`src/rtl/alu_pkg.sv`:
```
// Shared ALU definitions: operation encodings, flag layout, request payload
// and response-register states. Imported by the issuer front end.
package alu_pkg;

   localparam int unsigned ALU_W  = 32;
   localparam int unsigned OP_W   = 3;
   localparam int unsigned FLAG_W = 4;

   typedef enum logic [OP_W-1:0] {
      OP_ADD = 3'b000,
      OP_SUB = 3'b001,
      OP_AND = 3'b010,
      OP_OR  = 3'b011,
      OP_XOR = 3'b100,
      OP_SLT = 3'b101
   } alu_op_e;

   typedef struct packed {
      logic z;
      logic n;
      logic c;
      logic v;
   } alu_flags_t;

   // Raw op is kept as plain bits so illegal encodings survive the queue.
   typedef struct packed {
      logic [OP_W-1:0]  op;
      logic [ALU_W-1:0] a;
      logic [ALU_W-1:0] b;
   } alu_req_t;

   typedef enum logic {
      RSP_EMPTY = 1'b0,
      RSP_FULL  = 1'b1
   } rsp_state_e;

   // Encodings above SLT (110, 111) have no defined operation.
   function automatic logic op_is_illegal(input logic [OP_W-1:0] op);
      return op > OP_W'(OP_SLT);
   endfunction

endpackage

```
`src/rtl/sync_fifo.sv`:
```
// Synchronous FIFO with registered read/write pointers carrying an extra wrap
// bit, so full and empty are told apart without a separate counter.
// Ports:
//   clk, rst          clock, synchronous active-high reset
//   push_i, wdata_i   write request and data (ignored when full)
//   pop_i             read request (ignored when empty)
//   rdata_o           head entry, combinational from storage
//   full_o, empty_o   status
//   count_o           occupancy, 0..DEPTH
module sync_fifo #(
   parameter int unsigned WIDTH = 8,
   parameter int unsigned DEPTH = 4
) (
   input  logic                     clk,
   input  logic                     rst,
   input  logic                     push_i,
   input  logic [WIDTH-1:0]         wdata_i,
   input  logic                     pop_i,
   output logic [WIDTH-1:0]         rdata_o,
   output logic                     full_o,
   output logic                     empty_o,
   output logic [$clog2(DEPTH):0]   count_o
);

   localparam int unsigned AW = $clog2(DEPTH);
   localparam int unsigned PW = AW + 1;

   logic [PW-1:0]    wptr_q, wptr_d;
   logic [PW-1:0]    rptr_q, rptr_d;
   logic [WIDTH-1:0] mem_q [DEPTH];
   logic             do_push;
   logic             do_pop;

   assign count_o = wptr_q - rptr_q;
   assign full_o  = (count_o == PW'(DEPTH));
   assign empty_o = (wptr_q == rptr_q);
   assign rdata_o = mem_q[rptr_q[AW-1:0]];

   assign do_push = push_i && !full_o;
   assign do_pop  = pop_i && !empty_o;

   // Pointer next-state
   always_comb begin
      wptr_d = wptr_q;
      rptr_d = rptr_q;
      if (do_push) wptr_d = wptr_q + PW'(1);
      if (do_pop)  rptr_d = rptr_q + PW'(1);
   end

   always_ff @(posedge clk) begin
      if (rst) begin
         wptr_q <= '0;
         rptr_q <= '0;
      end else begin
         wptr_q <= wptr_d;
         rptr_q <= rptr_d;
      end
   end

   // Storage needs no reset: it is only read through a valid pointer.
   always_ff @(posedge clk) begin
      if (do_push) mem_q[wptr_q[AW-1:0]] <= wdata_i;
   end

endmodule

```
`src/rtl/alu_cmd_issuer.sv`:
```
// Front end for a combinational ALU. Queues tagged requests, drives the ALU
// from the queue head, captures the ALU result into a response register and
// hands it downstream with the original tag.
// Ports:
//   clk, rst                        clock, synchronous active-high reset
//   req_valid/req_ready             request handshake
//   req_op, req_a, req_b, req_tag   request payload
//   alu_op, alu_a, alu_b            drive to the ALU (from queue head)
//   alu_y, alu_z/n/c/v              ALU result, same cycle
//   rsp_valid/rsp_ready             response handshake
//   rsp_y, rsp_flags, rsp_tag       captured result, {z,n,c,v}, tag
//   rsp_err                         request op was an illegal encoding
//   issued_cnt                      responses captured, wraps at 2^16
module alu_cmd_issuer
   import alu_pkg::*;
#(
   parameter int unsigned DEPTH = 4,
   parameter int unsigned TAG_W = 4
) (
   input  logic              clk,
   input  logic              rst,
   input  logic              req_valid,
   output logic              req_ready,
   input  logic [OP_W-1:0]   req_op,
   input  logic [ALU_W-1:0]  req_a,
   input  logic [ALU_W-1:0]  req_b,
   input  logic [TAG_W-1:0]  req_tag,
   output logic [OP_W-1:0]   alu_op,
   output logic [ALU_W-1:0]  alu_a,
   output logic [ALU_W-1:0]  alu_b,
   input  logic [ALU_W-1:0]  alu_y,
   input  logic              alu_z,
   input  logic              alu_n,
   input  logic              alu_c,
   input  logic              alu_v,
   output logic              rsp_valid,
   input  logic              rsp_ready,
   output logic [ALU_W-1:0]  rsp_y,
   output logic [FLAG_W-1:0] rsp_flags,
   output logic [TAG_W-1:0]  rsp_tag,
   output logic              rsp_err,
   output logic [15:0]       issued_cnt
);

   localparam int unsigned CNT_W   = 16;
   localparam int unsigned REQ_W   = $bits(alu_req_t);
   localparam int unsigned ENTRY_W = REQ_W + TAG_W;
   localparam int unsigned FCNT_W  = $clog2(DEPTH) + 1;

   alu_req_t          wr_req;
   alu_req_t          head_req;
   logic [TAG_W-1:0]  head_tag;
   logic [ENTRY_W-1:0] fifo_rdata;
   logic              fifo_full;
   logic              fifo_empty;
   logic [FCNT_W-1:0] fifo_count;
   logic              fifo_nonempty;
   logic              push;
   logic              issue;

   rsp_state_e        state_q, state_d;
   logic [ALU_W-1:0]  rsp_y_q, rsp_y_d;
   alu_flags_t        rsp_flags_q, rsp_flags_d;
   logic [TAG_W-1:0]  rsp_tag_q, rsp_tag_d;
   logic              rsp_err_q, rsp_err_d;
   logic [CNT_W-1:0]  cnt_q, cnt_d;

   // Ready depends only on the registered occupancy: no same-cycle bypass.
   assign req_ready     = (fifo_count != FCNT_W'(DEPTH));
   assign push          = req_valid && !fifo_full;
   assign fifo_nonempty = !fifo_empty;

   assign wr_req.op = req_op;
   assign wr_req.a  = req_a;
   assign wr_req.b  = req_b;

   sync_fifo #(
      .WIDTH (ENTRY_W),
      .DEPTH (DEPTH)
   ) u_fifo (
      .clk     (clk),
      .rst     (rst),
      .push_i  (push),
      .wdata_i ({wr_req, req_tag}),
      .pop_i   (issue),
      .rdata_o (fifo_rdata),
      .full_o  (fifo_full),
      .empty_o (fifo_empty),
      .count_o (fifo_count)
   );

   assign head_req = alu_req_t'(fifo_rdata[ENTRY_W-1:TAG_W]);
   assign head_tag = fifo_rdata[TAG_W-1:0];

   // ALU sees the queue head, or an idle ADD of zeros when nothing is queued.
   always_comb begin
      alu_op = OP_W'(OP_ADD);
      alu_a  = '0;
      alu_b  = '0;
      if (fifo_nonempty) begin
         alu_op = head_req.op;
         alu_a  = head_req.a;
         alu_b  = head_req.b;
      end
   end

   // Response register control and capture
   always_comb begin
      state_d     = state_q;
      issue       = 1'b0;
      rsp_y_d     = rsp_y_q;
      rsp_flags_d = rsp_flags_q;
      rsp_tag_d   = rsp_tag_q;
      rsp_err_d   = rsp_err_q;
      cnt_d       = cnt_q;

      case (state_q)
         RSP_EMPTY: begin
            if (fifo_nonempty) begin
               issue   = 1'b1;
               state_d = RSP_FULL;
            end
         end
         RSP_FULL: begin
            if (rsp_ready) begin
               if (fifo_nonempty) issue   = 1'b1;
               else               state_d = RSP_EMPTY;
            end
         end
         default: state_d = RSP_EMPTY;
      endcase

      if (issue) begin
         rsp_y_d       = alu_y;
         rsp_flags_d.z = alu_z;
         rsp_flags_d.n = alu_n;
         rsp_flags_d.c = alu_c;
         rsp_flags_d.v = alu_v;
         rsp_tag_d     = head_tag;
         rsp_err_d     = op_is_illegal(head_req.op);
         cnt_d         = cnt_q + CNT_W'(1);
      end
   end

   always_ff @(posedge clk) begin
      if (rst) begin
         state_q     <= RSP_EMPTY;
         rsp_y_q     <= '0;
         rsp_flags_q <= '0;
         rsp_tag_q   <= '0;
         rsp_err_q   <= 1'b0;
         cnt_q       <= '0;
      end else begin
         state_q     <= state_d;
         rsp_y_q     <= rsp_y_d;
         rsp_flags_q <= rsp_flags_d;
         rsp_tag_q   <= rsp_tag_d;
         rsp_err_q   <= rsp_err_d;
         cnt_q       <= cnt_d;
      end
   end

   assign rsp_valid  = (state_q == RSP_FULL);
   assign rsp_y      = rsp_y_q;
   assign rsp_flags  = rsp_flags_q;
   assign rsp_tag    = rsp_tag_q;
   assign rsp_err    = rsp_err_q;
   assign issued_cnt = cnt_q;

endmodule

```
`config.mk`:
```
export PLATFORM = sky130hd
export DESIGN_NAME = alu_cmd_issuer
export DESIGN_NICKNAME = d
export VERILOG_FILES = /design/src/rtl/alu_pkg.sv /design/src/rtl/sync_fifo.sv /design/src/rtl/alu_cmd_issuer.sv
export SDC_FILE = /design/constraint.sdc
export NUM_CORES = 1
export LEC_CHECK = 0
export ABC_AREA = 0
export BUFFER_PORTS_ARGS = -buffer_cell sky130_fd_sc_hd__clkbuf_2
export CORE_UTILIZATION = 50
export DETAILED_ROUTE_END_ITERATION = 7
export PLACE_DENSITY = 0.75
export SLEW_MARGIN = 20
export SYNTH_ARGS = -nofsm -noshare
export SYNTH_HDL_FRONTEND = slang
export SYNTH_SLANG_ARGS = --single-unit
```
`constraint.sdc`:
```
create_clock -name clk -period 5.2 [get_ports clk]
set_input_delay 0.52 -clock clk [delete_from_list [all_inputs] [get_ports clk]]
set_output_delay 0.52 -clock clk [all_outputs]
set_load 0.05 [all_outputs]
```
Word level (Yosys, flattened, before mapping)
Memories as Yosys holds them, arrays and structs flattened. A register that Yosys moved wholly into a read port is not among the register bits.
Index checks and enable logic that the tools add are counted.
{"block": "op_classes", "mux": 12, "magnitude_cmp": 1, "eq_ne": 3, "bitwise": 1, "n_addsub": 4, "reduce_logical": 5}
{"cell": "32-bit two-way mux", "count": 2}
{"cell": "16-bit by 1-bit adder with 16-bit output, second input constant", "count": 1}
{"cell": "3-bit by 1-bit adder with 3-bit output, second input constant", "count": 2}
{"cell": "1-bit two-way mux", "count": 5}
{"cell": "2-bit two-way mux", "count": 2}
{"cell": "1-bit case mux with 2 select lines", "count": 2}
{"cell": "3-bit == test", "count": 1}
{"cell": "3-bit == test, second input constant", "count": 1}
{"cell": "3-bit > comparator, second input constant", "count": 1}
{"cell": "1-bit logical AND", "count": 3}
{"cell": "3-bit two-way mux", "count": 1}
{"cell": "3-bit inequality test, second input constant", "count": 1}
{"cell": "3-bit subtractor", "count": 1}
{"cell": "1-bit zero test", "count": 2}
{"cell": "1-bit NOT", "count": 1}
{"block": "totals", "memories": 1, "ram_bits": 284, "elab_cells": 38, "output_inout_bits": 126, "inputBits": 111, "regBits": 64}
{"name": "u_fifo.mem_q", "words": 4, "width": 71, "read_ports": 1, "rd_ports_with_merged_regs": 1, "write_ports": 1, "line_no": "sync_fifo.sv:30", "source": "logic [WIDTH-1:0] mem_q [DEPTH];"}

Depth between registers and ports, before layout
Gate-level depths: netlist (run 1).
{"block": "depth", "word_depth": 7, "depth_mapped": 8, "ltp_nobuf": 6}

Cells and area by module
A second synthesis (run 1) with hierarchy kept.
{"block": "hier_totals", "cells_unflattened": 765, "area_unflattened_um2": 13397.8}
{"mod": "sync_fifo", "cells_each": 419, "seq_area_each_um2": 8688.3, "area_per_inst_um2": 10682.7, "n_inst": 1}
{"mod": "alu_cmd_issuer", "cells_each": 346, "seq_area_each_um2": 1161.1, "area_per_inst_um2": 2715.1, "n_inst": 1}

Worst setup path before layout (run 1)
Ideal clock, no wire load.
{"block": "synth_path", "path_type": "register to register", "from": "register u_fifo.wptr_q[0]", "to": "register u_fifo.wptr_q[2]", "stages_incl_launch_ff": 7, "required_time_ns": 5.124, "arrival_ns": 5.016, "synth_period_minus_slack_ns": 5.092, "slack_ns": 0.108, "setup_time_ns": 0.076, "path_buffers": 0, "path_cell_list": "dfxtp_1 -> inv_1 -> ha_1 -> nor2b_1 -> xnor2_1 -> a21oi_1 -> mux2_2"}
{"block": "synth_between", "elab_chain_cells": 5}
{"item": "from (decl)", "line_no": "sync_fifo.sv:28", "source": "logic [PW-1:0] wptr_q, wptr_d;"}
{"item": "from (signal assigned)", "line_no": "sync_fifo.sv:55", "source": "wptr_q <= wptr_d;"}
{"item": "3-bit subtractor", "line_no": "sync_fifo.sv:34", "source": "assign count_o = wptr_q - rptr_q;"}
{"item": "3-bit == test", "line_no": "sync_fifo.sv:35", "source": "assign full_o = (count_o == PW'(DEPTH));"}
{"item": "1-bit zero test", "line_no": "sync_fifo.sv:39, alu_cmd_issuer.sv:70"}
{"item": "1-bit logical AND", "line_no": "alu_cmd_issuer.sv:70", "source": "assign push = req_valid && !fifo_full;"}
{"item": "1-bit logical AND", "line_no": "sync_fifo.sv:39", "source": "assign do_push = push_i && !full_o;"}
Several ways; a longest one is shown, not always the timed one.
A chain may end at the register's enable or synchronous reset.

Worst setup path after layout (run 1)
{"block": "layout_path", "from": "register u_fifo.wptr_q[0]", "to": "output alu_a[10]"}
{"block": "layout_between", "elab_chain_cells": 2}
{"item": "3-bit == test", "line_no": "sync_fifo.sv:36", "source": "assign empty_o = (wptr_q == rptr_q);"}
{"item": "32-bit two-way mux", "line_no": "alu_cmd_issuer.sv:100", "source": "if (fifo_nonempty) begin"}
{"item": "to (decl)", "line_no": "alu_cmd_issuer.sv:29", "source": "output logic [ALU_W-1:0] alu_a,"}
No other way between the ends.

==> flow_metrics.tcl, run 1 <==
set metrics [dict create \
    maxCapViolations 0 \
    cts_resized 0 \
    hp-class "in -> reg" \
    fin_worst_skew_ps 12.5 \
    slew_violations 0 \
    rsz0062_at_grt "no" \
    vias 7423 \
    holdCritStartpoint "req_a[5]" \
    cp.required_ps 4680 \
    path_max_fanout 28 \
    synthFlopType "edfxtp_1" \
    cp.depth 7 \
    yosysSeqAreaShare_pct 74.2 \
    finalNetCount 1129 \
    grt_pass1_wl_mm 40.1 \
    numPortBuffers 236 \
    syn_nets 884 \
    reg2regPathDepth 7 \
    clock_latency_ps 520 \
    drcViolationCount 0 \
    relSlewSlack_pct 38.4 \
    drt_iter0_markers 473 \
    cts_tree "done" \
    max_stage_delay_ps 720 \
    max_freq_ghz 0.278 \
    fin_setup_tns_ps 0 \
    io_pins 237 \
    instances_no_fill 1373 \
    first_pass_iters 4 \
    clockBufferDepth 3 \
    core_um2 26100 \
    cp-startpoint "u_fifo.wptr_q[0]" \
    synth.distinct_cells 35 \
    slowest_stage "nor2_4" \
    antenna_found_initial 2 \
    netlist_area_um2 13300 \
    min_path_cells 1 \
    synthArstFlopShare_pct 0 \
    post_cts_buffers 0 \
    cts_root_buffer "clkbuf_16" \
    grt_max_degree 70 \
    htree_levels 2 \
    syn_avg_cell_area_um2 17.4 \
    area_growth_pct 20.9 \
    ctsHoldBuffers 0 \
    die_x_um 165 \
    drive_above_1_share_pct 37.5 \
    cp-start-kind "register" \
    numCtsBuffers 37 \
    routedWlPerCell_um 19.6 \
    whs_ps 217 \
    final.min_clock_period_ps 3600 \
    first_global_vias 7426 \
    drt-vias-per-instance 5.41 \
    path_buf_inv 3 \
    crit_arrival_ps 3080 \
    final_antenna_net_count 0 \
    fin_crit_sh_pct 69.3 \
    hold_viol_final 0 \
    initial_core_util_pct 51.0 \
    clk_pin_slew_ps 60 \
    tightest_slew_ps 924 \
    end_kind "output pin" \
    setup_viol 0 \
    status "finished, final reports clean" \
    place_inst 1306 \
    r2r-start "u_fifo.wptr_q[0]" \
    synth.ff_latch_count 350 \
    row_count 59 \
    grt_usage_pct 19.7 \
    chipHeight_um 165 \
    post-dp-hpwl_mm 16.7 \
    synth_edf_count 284 \
    worstSetupPathType "reg -> out" \
    syn_inst 765 \
    p_leak_nw 5.76 \
    grt_remaining_overflow 0 \
    wirelength_mm 26.9 \
    cts_sinks 350 \
    crit_path_cell_trace "inv_1, ha_1, nand2_1, nor2_4, buf_4, nor2b_1, clkbuf_2" \
    cp_top_family "simple AND/OR/NAND/NOR gates" \
    ir_drop_v 0.000449 \
    dieArea_um2 27200 \
    gp_congestion 0.735 \
    p_per_area_nw_per_um2 657 \
    yosysWarningCount 0 \
]
## power breakdown
part           internal [mW]  total [mW]  leakage [nW]  switching (mW)
sequential              3.47        3.72          3.14           0.256
clock                   1.56        2.61         0.589            1.05
combinational           1.14        4.23          2.03            3.08
total                   6.17        10.6          5.76            4.38
## path summary, 6_finish.rpt
kind | end | slack, ps
max reg2reg | u_fifo.mem_q[1][56] | 2110
max | alu_a[10] | 1600
min | u_fifo.mem_q[3][41] | 220
min reg2reg | rsp_err | 450
## through the flow
step	instance area [um2]	setup slack, ps	utilization, %	power, mW
after detailed placement	14800	2060	57.0	8.06
after global placement	14800	2100	57.0	8.02
after CTS	16000	1540	61.6	10.7
after global routing	16000	1380	61.6	11.0
final	16100	1600	61.6	10.6
after floorplan	13300	108	-	6.96
## cell families after synthesis
group	synth area share, %
AO/OA/AOI/OAI	3.01
XOR/XNOR	0.650
adder cells (fa/ha/maj)	0.754
buffers and inverters	1.49
flip-flops	74.2
multiplexers	12.4
AND/OR/NAND/NOR	7.56
## final cells by class
cell class	count	area, um2
fillers	1910	10000
flip-flops and latches	350	9860
multi-input cells	367	3270
repair buffers	249	1280
clock buffers	43	948
well taps	335	419
clock inverters	22	253
inverters	5	18.8
diodes	2	5.00
## synthesized netlist by cell type (2+ instances only)
cell type  count  area share, %
nor2b_1       70            3.3
o31ai_1        4           0.23
a21boi_0       2           0.11
nand3_1        5           0.19
ha_1           8           0.75
xnor2_1        4           0.26
or4_1          4           0.23
nand2b_1       3           0.14
clkbuf_1      29           0.82
o21ai_0        6           0.23
mux2_2         3           0.25
buf_1          5           0.14
and2_1         5           0.24
a21oi_1       55            2.1
edfxtp_1     284             64
inv_1          5           0.14
xor2_1         4           0.26
nor2_1        12           0.34
nand2_1       92            2.6
dfxtp_1       66            9.9
or3_1          6           0.28
buf_2          8           0.30
mux4_2        71             12
o211ai_1       2           0.11
o2111ai_1      2           0.13
## placed cells by master (no fill, tap or decap), types with 3 or more instances in the layout
cell,instances
nand2b_1,3
clkinv_1,6
dfxtp_1,64
xnor2_1,4
inv_1,5
and2_4,3
or3_1,6
edfxtp_1,284
clkbuf_2,236
mux4_2,71
clkinv_2,7
o21ai_0,6
mux2_2,3
bufinv_16,5
nor2b_1,70
nand2_1,92
xor2_1,4
ha_1,8
o31ai_1,4
nor2_1,11
clkbuf_1,6
nand3_1,5
or4_1,4
buf_4,13
a21oi_1,54
clkbuf_16,37
## sequential cells by signal (all words and copies together) (netlist names), named ones only
name and count:
rsp_err 1, rsp_flags 4, rsp_y 32, rsp_valid 1, u_fifo.wptr_q 3, u_fifo.mem_q 284
u_fifo.rptr_q 3, rsp_tag 4, issued_cnt 16
## per-layer routing
| layer | track usage, % | wire length (um) |
|---|---|---|
| met3 | 6.30 | 2190 |
| met1 | 24.0 | 10900 |
| met2 | 33.3 | 13100 |
| met4 | 6.55 | 656 |
| met5 | 0 | 0 |
Note: power is estimated with default switching activity, not from simulation.
==> run 2: changes to the inputs <==
--- a/config.mk
+++ b/config.mk
@@ -7,9 +7,9 @@
 export LEC_CHECK = 0
 export ABC_AREA = 0
 export BUFFER_PORTS_ARGS = -buffer_cell sky130_fd_sc_hd__clkbuf_2
-export CORE_UTILIZATION = 50
+export CORE_UTILIZATION = 55
 export DETAILED_ROUTE_END_ITERATION = 7
-export PLACE_DENSITY = 0.75
+export PLACE_DENSITY = 0.79
 export SLEW_MARGIN = 20
 export SYNTH_ARGS = -nofsm -noshare
 export SYNTH_HDL_FRONTEND = slang
==> constraint.sdc (replaced) <==
create_clock -name clk -period 3.4 [get_ports clk]
set_input_delay 0.34 -clock clk [delete_from_list [all_inputs] [get_ports clk]]
set_output_delay 0.34 -clock clk [all_outputs]
set_load 0.05 [all_outputs]
==> run 2 against run 1 <==
  * Clock skew increased by 1.0 ps
  * Register-to-register slack got worse by 1400 ps
  * Clock power increased by 41%
  * Critical endpoint is now alu_a[24]
  * Worst hold slack got worse by 170 ps
  * First-iteration DRC count increased by 20%
  * Clock-buffer cell count increased by 1
  * Non-clock buffer count increased by 6
  * Sequential power increased by 51%
  * Largest cell class unchanged
  * Core utilization increased by 6.8 points
  * Design area increased by 0.28%
  * Routed wire length decreased by 2.6%
==> flow_metrics.tcl, run 2 (synthesis results as in run 1) <==
set metrics [dict create \
    status "finished, final reports clean" \
    area_growth_pct 21.2 \
    power.total_mw 15.9 \
    first_pass_iters 5 \
    crit_arrival_ps 2650 \
    antenna_found_initial 2 \
    core_um2 23500 \
    drive_above_1_share_pct 37.8 \
    clk_pin_slew_ps 60 \
    cts_tree "done" \
    regArea_um2 9860 \
    wirelength_mm 26.2 \
    grt_pass1_wl_mm 39.6 \
    min_path_cells 1 \
    rsz0062_at_grt "no" \
    clock_latency_ps 510 \
    cts_resized 0 \
    n_fill_cell 1603 \
    cts_root_buffer "clkbuf_16" \
    drcViolationCount 0 \
    grt_usage_pct 21.5 \
    finalNetCount 1134 \
    maxCapViolations 0 \
    path_max_fanout 18 \
    relSlewSlack_pct 50.3 \
    fin_worst_skew_ps 13.5 \
    htree_levels 2 \
    max_stage_delay_ps 460 \
    worstSetupPathType "reg -> out" \
    r2r_setup_slack_ps 700 \
    max_freq_ghz 0.335 \
    p_per_area_nw_per_um2 988 \
    final_antenna_net_count 0 \
    reg2reg_to "u_fifo.mem_q[0][31]" \
    die_x_um 157 \
    cts_sinks 350 \
    ir_drop_v 0.000717 \
    end_kind "output pin" \
    clockBufferDepth 3 \
    cp-start-kind "register" \
    chipHeight_um 157 \
    setup_viol 0 \
    routedWlPerCell_um 19.2 \
    vias 7384 \
    ctsHoldBuffers 0 \
    cp.required_ps 3060 \
    cp-startpoint "u_fifo.wptr_q[0]" \
    holdCritStartpoint "req_b[4]" \
    fin_util_pct 68.4 \
    place_ws_ps 658 \
    final.min_clock_period_ps 2990 \
    drt-vias-per-instance 5.42 \
    tightest_slew_ps 743 \
    drt_iter0_markers 568 \
    layout_common_cells "284 x edfxtp_1, 236 x clkbuf_2, 92 x nand2_1, 71 x mux4_2, 70 x nor2b_1" \
    post-dp-hpwl_mm 16.7 \
    min_to "u_fifo.mem_q[0][8]" \
    crit_path_cell_trace "inv_1, ha_1, nand2_1, nor2_4, buf_4, nor2b_1, clkbuf_2" \
    mostFrequentLayoutCell "edfxtp_1" \
    multiInputGateArea_um2 3270 \
    gp_congestion 0.749 \
    reg2regPathDepth 7 \
    fin_setup_tns_ps 0 \
    hold_viol_final 0 \
    fin_crit_sh_pct 87.8 \
    worst_slack_ps 414 \
    dieArea_um2 24800 \
    slowest_stage "nor2_4" \
    r2r-start "u_fifo.wptr_q[0]" \
    grt_remaining_overflow 0 \
    hp-class "in -> reg" \
    numPortBuffers 236 \
    p_leak_nw 5.77 \
    largest_reg_flops 284 \
    placed_area_um2 15000 \
    finalInstanceArea_um2 16100 \
    initial_core_util_pct 56.4 \
    grt_max_degree 73 \
    io_pins 237 \
    row_count 56 \
    numCtsBuffers 36 \
    slew_violations 0 \
    post_cts_buffers 0 \
    first_global_vias 7289 \
]
[run 2: cell types whose count changed in the layout (fill, tap and decap cells not counted), sizes merged]
cell      before  now
clkinv        13   16
bufinv         5    1
clkbuf       279  280
buf           13   19
inv            8    5
clkinvlp       1    4
[run 2: layout make-up]
class,count,share of cell area (%)
Sequential cell,350,61.2
Multi-Input combinational cell,367,20.3
Timing Repair Buffer,255,8.84
Clock buffer,44,6.05
Tap cell,319,2.48
Clock inverter,21,0.917
Inverter,5,0.117
Antenna cell,2,0.0311
[run 2: worst max path at each step]
stage	slack (ps)	endpoint	depth (start not counted)
floorplan	660	u_fifo.mem_q[0][0]	6
global placement	750	u_fifo.mem_q[0][29]	7
CTS	330	alu_a[24]	7
global route	210	alu_b[7]	7
detailed placement	660	u_fifo.mem_q[0][29]	7
finish	410	alu_a[24]	7
[run 2: worst max-delay path, delay by kind of cell, from the launching register on]
kind | cells | cell delay, ps
and+or+nand+nor | 3 | 740
buffers and inverters | 3 | 690
DFF | 1 | 380
adders and majority gates | 1 | 300
[run 2: metrics by stage]
| step | std cells | hold slack (ps) |
|---|---|---|
| finish | 1363 | 43.2 |
| global route | 1362 | 27.9 |
| CTS | 1361 | 24.2 |
| detailed placement | 1296 | 446 |
| global placement | 1296 | 440 |
| floorplan | 765 | 439 |
[run 2: power by group]
group / total (mW) / internal, mW / switching, mW
clock: 3.67 / 2.12 / 1.54
combinational: 6.63 / 1.84 / 4.79
sequential: 5.60 / 5.29 / 0.306
[run 2: per-layer routing]
layer  part of all wire, %  wire length (um)  vias up  GRT usage [%]
li1                      -                 -     3423              -
met1                    39             10300     3632           26.5
met2                    50             13100      291           36.9
met3                   8.5              2240       38           5.97
met4                   2.2               574        0           6.80
met5                     0                 0        -              0
==> run 3: changes to the inputs <==
--- a/config.mk
+++ b/config.mk
@@ -7,9 +7,9 @@
 export LEC_CHECK = 0
 export ABC_AREA = 0
 export BUFFER_PORTS_ARGS = -buffer_cell sky130_fd_sc_hd__clkbuf_2
-export CORE_UTILIZATION = 55
+export CORE_UTILIZATION = 50
 export DETAILED_ROUTE_END_ITERATION = 7
-export PLACE_DENSITY = 0.79
+export PLACE_DENSITY = 0.73
 export SLEW_MARGIN = 20
 export SYNTH_ARGS = -nofsm -noshare
 export SYNTH_HDL_FRONTEND = slang
==> run 3 against run 2 <==
  * Clock power about the same
  * Global-route usage is 2.0 points lower
  * Core utilization is 6.6 points lower
  * Non-clock buffer count increased by 3
  * Routed wire length rose by 1.3%
  * Setup slack got worse by 87 ps
  * Sequential share of layout area is essentially flat
  * Sequential power hardly changed
  * Critical path type unchanged
==> flow_metrics.tcl, run 3 (synthesis results as in run 1) <==
set metrics [dict create \
    die_x_um 165 \
    maxCapViolations 0 \
    vias 7313 \
    slew_violations 0 \
    drt_iter0_markers 493 \
    grt_remaining_overflow 0 \
    first_global_vias 7162 \
    io_pins 237 \
    largest_reg_flops 284 \
    first_pass_iters 4 \
    cts_sinks 350 \
    chipHeight_um 165 \
    post_cts_buffers 0 \
    worstSetupPathType "reg -> out" \
    top_usage_layer "met2" \
    grt_pass1_wl_mm 39.4 \
    row_count 59 \
    fin_worst_skew_ps 12.8 \
    tightest_slew_ps 694 \
    relSlewSlack_pct 53.3 \
    regArea_um2 9860 \
    n_fill_cell 1931 \
    antenna_found_initial 1 \
    mostFrequentLayoutCell "edfxtp_1" \
    drive_above_1_share_pct 37.6 \
    fin_crit_sh_pct 90.4 \
    worst_slack_ps 326 \
    ir_drop_v 0.000832 \
    drcViolationCount 0 \
    final_antenna_net_count 0 \
    rsz0062_at_grt "no" \
    area_growth_pct 21.3 \
    setup_viol 0 \
    cp.required_ps 3060 \
    grt_max_degree 56 \
    status "finished, final reports clean" \
    hp-class "in -> reg" \
    clockBufferDepth 3 \
    end_kind "output pin" \
    fin_setup_tns_ps 0 \
    cts_tree "done" \
    core_um2 26100 \
    clock_latency_ps 510 \
    final.min_clock_period_ps 3070 \
    initial_core_util_pct 51.0 \
    cts_root_buffer "clkbuf_16" \
    max_freq_ghz 0.325 \
    cts_resized 0 \
    numCtsBuffers 36 \
    grt_use_met2_pct 33.4 \
    hold_viol_final 0 \
    place_ws_ps 565 \
    use_met3_pct 5.15 \
    numPortBuffers 236 \
    diodes 0 \
    htree_levels 2 \
    wirelength_mm 26.5 \
    path_max_fanout 38 \
    grt_usage_pct 19.5 \
    p_per_area_nw_per_um2 988 \
    finalNetCount 1137 \
    grt_use_met1_pct 24.7 \
    crit_arrival_ps 2730 \
    multiInputGateArea_um2 3270 \
    post-dp-hpwl_mm 17.3 \
    dieArea_um2 27200 \
    drt-vias-per-instance 5.30 \
    gp_congestion 0.750 \
    cp-start-kind "register" \
    clk_pin_slew_ps 60 \
    layout_common_cells "284 x edfxtp_1, 236 x clkbuf_2, 92 x nand2_1, 71 x mux4_2, 70 x nor2b_1" \
    p_leak_nw 5.78 \
    routedWlPerCell_um 19.2 \
    ctsHoldBuffers 0 \
]
## run 3: cell types whose count changed in the layout (fill, tap and decap cells not counted)
cell | before | now
clkinv_2 | 8 | 6
buf_4 | 11 | 15
clkinvlp_4 | 4 | 2
buf_12 | 8 | 7
diode_2 | 2 | 0
clkinv_1 | 6 | 9
## run 3: worst paths after layout
path,from,end,slack [ps],depth (start not counted)
setup / recovery,u_fifo.wptr_q[0],alu_a[2],330,7
hold / removal,alu_y[26],rsp_y[26],50,3
setup reg to reg,u_fifo.wptr_q[2],u_fifo.mem_q[2][34],590,5
hold reg to reg,rsp_tag[0],rsp_tag[0],450,2
## run 3: layer usage
layer / share of wire, % / routed length (um)
met1: 40 / 10600
met2: 50 / 13400
met3: 8.2 / 2170
met4: 1.5 / 393
met5: 0.049 / 13
## run 3: power by group
group	internal [mW]	total, mW	switching (mW)
logic	1.87	6.65	4.78
registers	5.29	5.61	0.321
clock network	2.12	3.66	1.55
total	9.28	15.9	6.64
## run 3: cell type report
cell class | instances | area share (%)
clock buffer | 44 | 6.04
clock inverter | 20 | 0.831
inverter | 5 | 0.116
multi-input combinational | 367 | 20.3
sequential | 350 | 61.2
tap | 335 | 2.60
timing repair buffer | 258 | 8.90
## run 3: metrics by stage
stage | utilization [%] | hold slack [ps] | power [mW] | instance area [um2] | cells
finish | 61.8 | 48.2 | 15.9 | 16100 | 1379
global route | 61.8 | 28.6 | 16.7 | 16100 | 1379
CTS | 61.8 | 24.0 | 16.1 | 16100 | 1379
detailed placement | 57.6 | 446 | 12.4 | 15000 | 1315
global placement | 57.6 | 442 | 12.4 | 15000 | 1315
floorplan | - | 439 | 10.6 | 13300 | 765
## run 3: worst max-delay path, cell delays in order (launching register included)
cell      delay [ps]
dfxtp_1          370
inv_1            110
ha_1             300
nand2_1          200
nor2_4           590
buf_12           300
nor2b_1          100
clkbuf_2         250
